File: src/rtl/fp_norm_shift.sv
// Two-stage normalization shifter: moves the leading one of a raw add/sub mantissa to
// the MSB (coarse byte shift, then fine bit shift) and adjusts the exponent accordingly.
module fp_norm_shift #(
  parameter int MANT_W = 24,
  parameter int EXP_W  = 8,
  parameter int POS_W  = $clog2(MANT_W)
) (
  input  logic              i_clk,
  input  logic              i_rst,
  input  logic              i_valid,
  output logic              o_ready,
  input  logic [MANT_W-1:0] i_mant,
  input  logic [POS_W-1:0]  i_pos_one,
  input  logic              i_zero_flag,
  input  logic [EXP_W-1:0]  i_exp,
  input  logic              i_sign,
  output logic              o_valid,
  input  logic              i_ready,
  output logic [MANT_W-1:0] o_mant,
  output logic [EXP_W-1:0]  o_exp,
  output logic              o_sign,
  output logic              o_zero,
  output logic              o_denorm
);

  localparam int CW = ((EXP_W > POS_W) ? EXP_W : POS_W) + 1;
  localparam logic [POS_W-1:0] TOP_POS = POS_W'(MANT_W - 1);

  logic              s2_load_s;
  logic              s1_load_s;
  logic [POS_W-1:0]  pos_s;
  logic [POS_W-1:0]  shamt_s;
  logic [POS_W-1:0]  shift_s;
  logic [POS_W-1:0]  coarse_amt_s;
  logic [CW-1:0]     exp_ext_s;
  logic [CW-1:0]     shamt_ext_s;
  logic [EXP_W-1:0]  exp_s;
  logic              zero_s;
  logic              denorm_s;
  logic [MANT_W-1:0] coarse_s;

  logic              s1_valid_r;
  logic [MANT_W-1:0] s1_mant_r;
  logic [2:0]        s1_fine_r;
  logic [EXP_W-1:0]  s1_exp_r;
  logic              s1_sign_r;
  logic              s1_zero_r;
  logic              s1_denorm_r;

  // Pipeline advance: a stage loads when it is empty or its content leaves this cycle.
  always_comb begin
    s2_load_s = ~o_valid | i_ready;
    s1_load_s = ~s1_valid_r | s2_load_s;
    o_ready   = s1_load_s;
  end

  // Stage-1 decode: effective shift, adjusted exponent, flags and the coarse shift.
  always_comb begin
    pos_s       = (i_pos_one > TOP_POS) ? TOP_POS : i_pos_one;
    shamt_s     = TOP_POS - pos_s;
    exp_ext_s   = CW'(i_exp);
    shamt_ext_s = CW'(shamt_s);
    shift_s     = {POS_W{1'b0}};
    exp_s       = {EXP_W{1'b0}};
    zero_s      = 1'b0;
    denorm_s    = 1'b0;
    if (i_zero_flag) begin
      zero_s = 1'b1;
    end else if (exp_ext_s > shamt_ext_s) begin
      shift_s = shamt_s;
      exp_s   = i_exp - EXP_W'(shamt_s);
    end else begin
      // Exponent too small to absorb the full shift: stop at exponent 1, encode as 0.
      denorm_s = 1'b1;
      if (i_exp == {EXP_W{1'b0}}) begin
        shift_s = {POS_W{1'b0}};
      end else begin
        shift_s = POS_W'(i_exp - 1'b1);
      end
    end
    coarse_amt_s = {shift_s[POS_W-1:3], 3'b000};
    if (i_zero_flag) begin
      coarse_s = {MANT_W{1'b0}};
    end else begin
      coarse_s = i_mant << coarse_amt_s;
    end
  end

  // Stage-1 register: captures the coarsely shifted beat on accept.
  always_ff @(posedge i_clk) begin
    if (i_rst) begin
      s1_valid_r  <= 1'b0;
      s1_mant_r   <= {MANT_W{1'b0}};
      s1_fine_r   <= 3'b000;
      s1_exp_r    <= {EXP_W{1'b0}};
      s1_sign_r   <= 1'b0;
      s1_zero_r   <= 1'b0;
      s1_denorm_r <= 1'b0;
    end else if (s1_load_s) begin
      s1_valid_r <= i_valid;
      if (i_valid) begin
        s1_mant_r   <= coarse_s;
        s1_fine_r   <= shift_s[2:0];
        s1_exp_r    <= exp_s;
        s1_sign_r   <= i_sign;
        s1_zero_r   <= zero_s;
        s1_denorm_r <= denorm_s;
      end
    end
  end

  // Stage-2 register: fine shift into the held output beat.
  always_ff @(posedge i_clk) begin
    if (i_rst) begin
      o_valid  <= 1'b0;
      o_mant   <= {MANT_W{1'b0}};
      o_exp    <= {EXP_W{1'b0}};
      o_sign   <= 1'b0;
      o_zero   <= 1'b0;
      o_denorm <= 1'b0;
    end else if (s2_load_s) begin
      o_valid <= s1_valid_r;
      if (s1_valid_r) begin
        o_mant   <= s1_mant_r << s1_fine_r;
        o_exp    <= s1_exp_r;
        o_sign   <= s1_sign_r;
        o_zero   <= s1_zero_r;
        o_denorm <= s1_denorm_r;
      end
    end
  end

endmodule

File: config.mk
export PLATFORM = sky130hd
export DESIGN_NAME = fp_norm_shift
export DESIGN_NICKNAME = d
export VERILOG_FILES = /design/src/rtl/fp_norm_shift.sv
export SDC_FILE = /design/constraint.sdc
export NUM_CORES = 1
export LEC_CHECK = 0
export ABC_AREA = 1
export BUFFER_PORTS_ARGS = -buffer_cell sky130_fd_sc_hd__buf_4
export CAP_MARGIN = 20
export CORE_ASPECT_RATIO = 1.25
export CORE_UTILIZATION = 45
export DETAILED_ROUTE_END_ITERATION = 7
export MAX_ROUTING_LAYER = met4
export PLACE_DENSITY = 0.7
export SYNTH_ARGS = -nofsm -noshare
export SYNTH_HDL_FRONTEND = slang
export SYNTH_SLANG_ARGS = --single-unit
File: constraint.sdc
create_clock -name i_clk -period 3.2 [get_ports i_clk]
set_clock_uncertainty 0.1 [all_clocks]
set_input_delay 0.48 -clock i_clk [delete_from_list [all_inputs] [get_ports i_clk]]
set_output_delay 0.48 -clock i_clk [all_outputs]
set_load 0.01 [all_outputs]
==> metrics <==
status completed; sequential cell area 1500 sq um; worst slack at placement 0.287 ns; Final Hold Vio Count 0; setup TNS 0 ns; Worst setup EP type flop; most common cell after layout, fill and taps aside nand2_1; multi-input logic area 2390 sq um; Core Rows 39; CP Data Required Time 3.30 ns; Max transition margin between 40% and 50%; Netlist cell types 42; total gr overflow 0; I/O pins 80; Seq/Total Area, Yosys 34.5%; fin area 5240 sq um; Power Density 456 nW/um^2; placed instance area 4950 sq um; Post-Synthesis Cells approximately 640; CP top delay family simple AND/OR/NAND/NOR gates; Crit Path Category in2reg; CTS tree done; Critical Path, Cell by Cell buf_4 -> nand2_1 -> inv_1 -> nor2_1 -> ha_1 -> inv_1 -> fa_1 -> nand2_1 -> nand2_1 -> nand3_2 -> nand2_4 -> nand3_4 -> nand3_4 -> nand2_1 -> nand3_1 -> nand2_1 -> a21oi_1; crit path max fanout 32; ANT nets after route 0; WP buf/inv 3; mean area per synthesized cell a little under 7 sq um; number of global-route vias before repair 3,846; clk sinks 75; vias per cell 5.20; Setup WS post-layout 0.613 ns; WL final 11.4 mm; yosys warns 0; total power around 2.4 mW; final worst path period need roughly 2.6 ns; 1st-iter DRT viols 250; fin nets 744; antenna violations before repair 0; H-tree lvl count 3; # hold bufs at CTS 0; Static Leak roughly 2.4 nW; cell mode on critical path nand2_1; setup violators final 0; Worst-path clk slew 0.06 ns; Max-Cap Viols 0; Initial Util 47.0%; CTS resizes 0; Core Footprint 9270 sq um; fillers 966; drt pass-1 iters 4; post-route clock period utilization 80.8%; Fmax 387 MHz; Syn-to-layout area delta 20.2%; max-slew violations 0; Setup Buffers After CTS 0; die area 10,100 sq um; hpwl dp roughly 8.4 mm; post-synthesis instance area between 4000 and 5000 sq um; Clk Latency, worst-skew pair around 0.34 ns; CP startpoint kind primary input; GP Congestion 0.888; Vias approximately 4,300; clock root buffer clkbuf_16; Arr. time, crit path 2.69 ns; worst hold margin 0.302 ns; most frequent cells in the layout nand2_1, buf_4, dfxtp_1, nor2_1, inv_1; DRC 0; Synth Register Bits 75; Die W 90.0 um; Hold Crit Class in2reg; RSZ-0062 raised after global routing false; global-route wire length before repair roughly 19 mm; IO Port Bufs approximately 80; Worst Max-Slew Pin Slew between 0.8 and 0.9 ns; die span in y roughly 110 um; CP max stage delay 0.38 ns; layout cells sized above 1 21.0%; Worst IR Drop VDD 0.000211 V; CP max-delay cell fa_1; largest net degree at the start of global routing 42; GRT Total Usage 23.8%; number of CTS-inserted buffers 9; Post-Syn Nets 685; Antenna Cells 0; CTS Buffer Depth 2; WL/cell 13.8 um
-- cell families after synthesis --
family,after synthesis,share of synthesized area (%)
and+or+nand+nor,312,33.5
AOI/OAI and AO/OA,128,17.7
buffers and inverters,106,10.6
DFF,75,34.5
adders and majority gates,7,2.18
muxes,4,0.919
xor gates and xnor gates,3,0.603
-- Yosys cell counts, drive strengths merged --
master | number | area share [%]
a21oi | 45 | 6.1
fa | 1 | 0.46
xnor2 | 2 | 0.40
a31o | 1 | 0.20
a221oi | 1 | 0.20
a22oi | 3 | 0.52
buf | 13 | 2.3
nand2 | 170 | 16
a32oi | 1 | 0.20
a2bb2oi | 1 | 0.20
dfxtp | 75 | 34
o221ai | 2 | 0.40
ha | 6 | 1.7
nand3b | 1 | 0.17
mux2i | 4 | 0.92
xor2 | 1 | 0.20
clkbuf | 24 | 2.3
o21ai | 56 | 6.4
clkinv | 2 | 0.17
or2 | 4 | 0.57
and2 | 1 | 0.14
nor2 | 69 | 6.6
o2bb2ai | 13 | 2.6
nand3 | 49 | 7.9
inv | 67 | 5.9
nand4 | 18 | 2.6
o211ai | 3 | 0.52
o22ai | 2 | 0.29
-- registers in the layout (all words and copies together) (netlist names) --
name and flops:
o_mant 24, s1_exp_r 8, s1_mant_r 24, s1_sign_r 1
o_zero 1, s1_denorm_r 1, o_valid 1, o_exp 8
o_sign 1, s1_zero_r 1, s1_valid_r 1, s1_fine_r 3
o_denorm 1
-- stage by stage --
step | util (%) | std cells
floorplan | - | 635
global placement | 53.4 | 806
detailed placement | 53.4 | 806
CTS | 56.5 | 822
global route | 56.5 | 822
finish | 56.5 | 822
-- power by group --
group	internal, mW	total [mW]	leakage (nW)	switching, mW
clock network	0.601	0.982	0.143	0.381
registers	0.975	1.00	0.611	0.0257
logic	0.156	0.403	1.66	0.247
-- worst paths after layout --
check,start,endpoint,slack [ns],cells after the start
max reg2reg,s1_fine_r[0]$_SDFFE_PP0P_,o_mant[10]$_SDFFE_PP0P_,1.13,7
max,i_pos_one[4],s1_mant_r[23]$_SDFFE_PP0P_,0.61,17
min reg2reg,s1_exp_r[1]$_SDFFE_PP0P_,s1_exp_r[1]$_SDFFE_PP0P_,0.36,2
min,i_sign,s1_sign_r$_SDFFE_PP0P_,0.30,3
-- worst min-delay path, stage by stage --
cell and delay (ns):
buf_4 0.08, o21ai_0 0.07, nor2_1 0.08
-- routing by layer --
layer / vias up / global-route usage (%) / wire (um)
met2: 118 / 36.1 / 5170
met1: 1944 / 31.7 / 5400
met3: 16 / 4.37 / 571
met4: 0 / 8.60 / 212
li1: 2199 / - / -
met5: - / - / 0
-- cell type report --
cell class,instances,share of cell area (%)
tap,123,2.94
timing repair buffer,85,12.2
clock inverter,5,1.03
inverter,69,5.04
sequential,75,28.7
multi-input combinational,454,45.7
clock buffer,11,4.45
No activity file was read; power rests on OpenSTA's default activity.
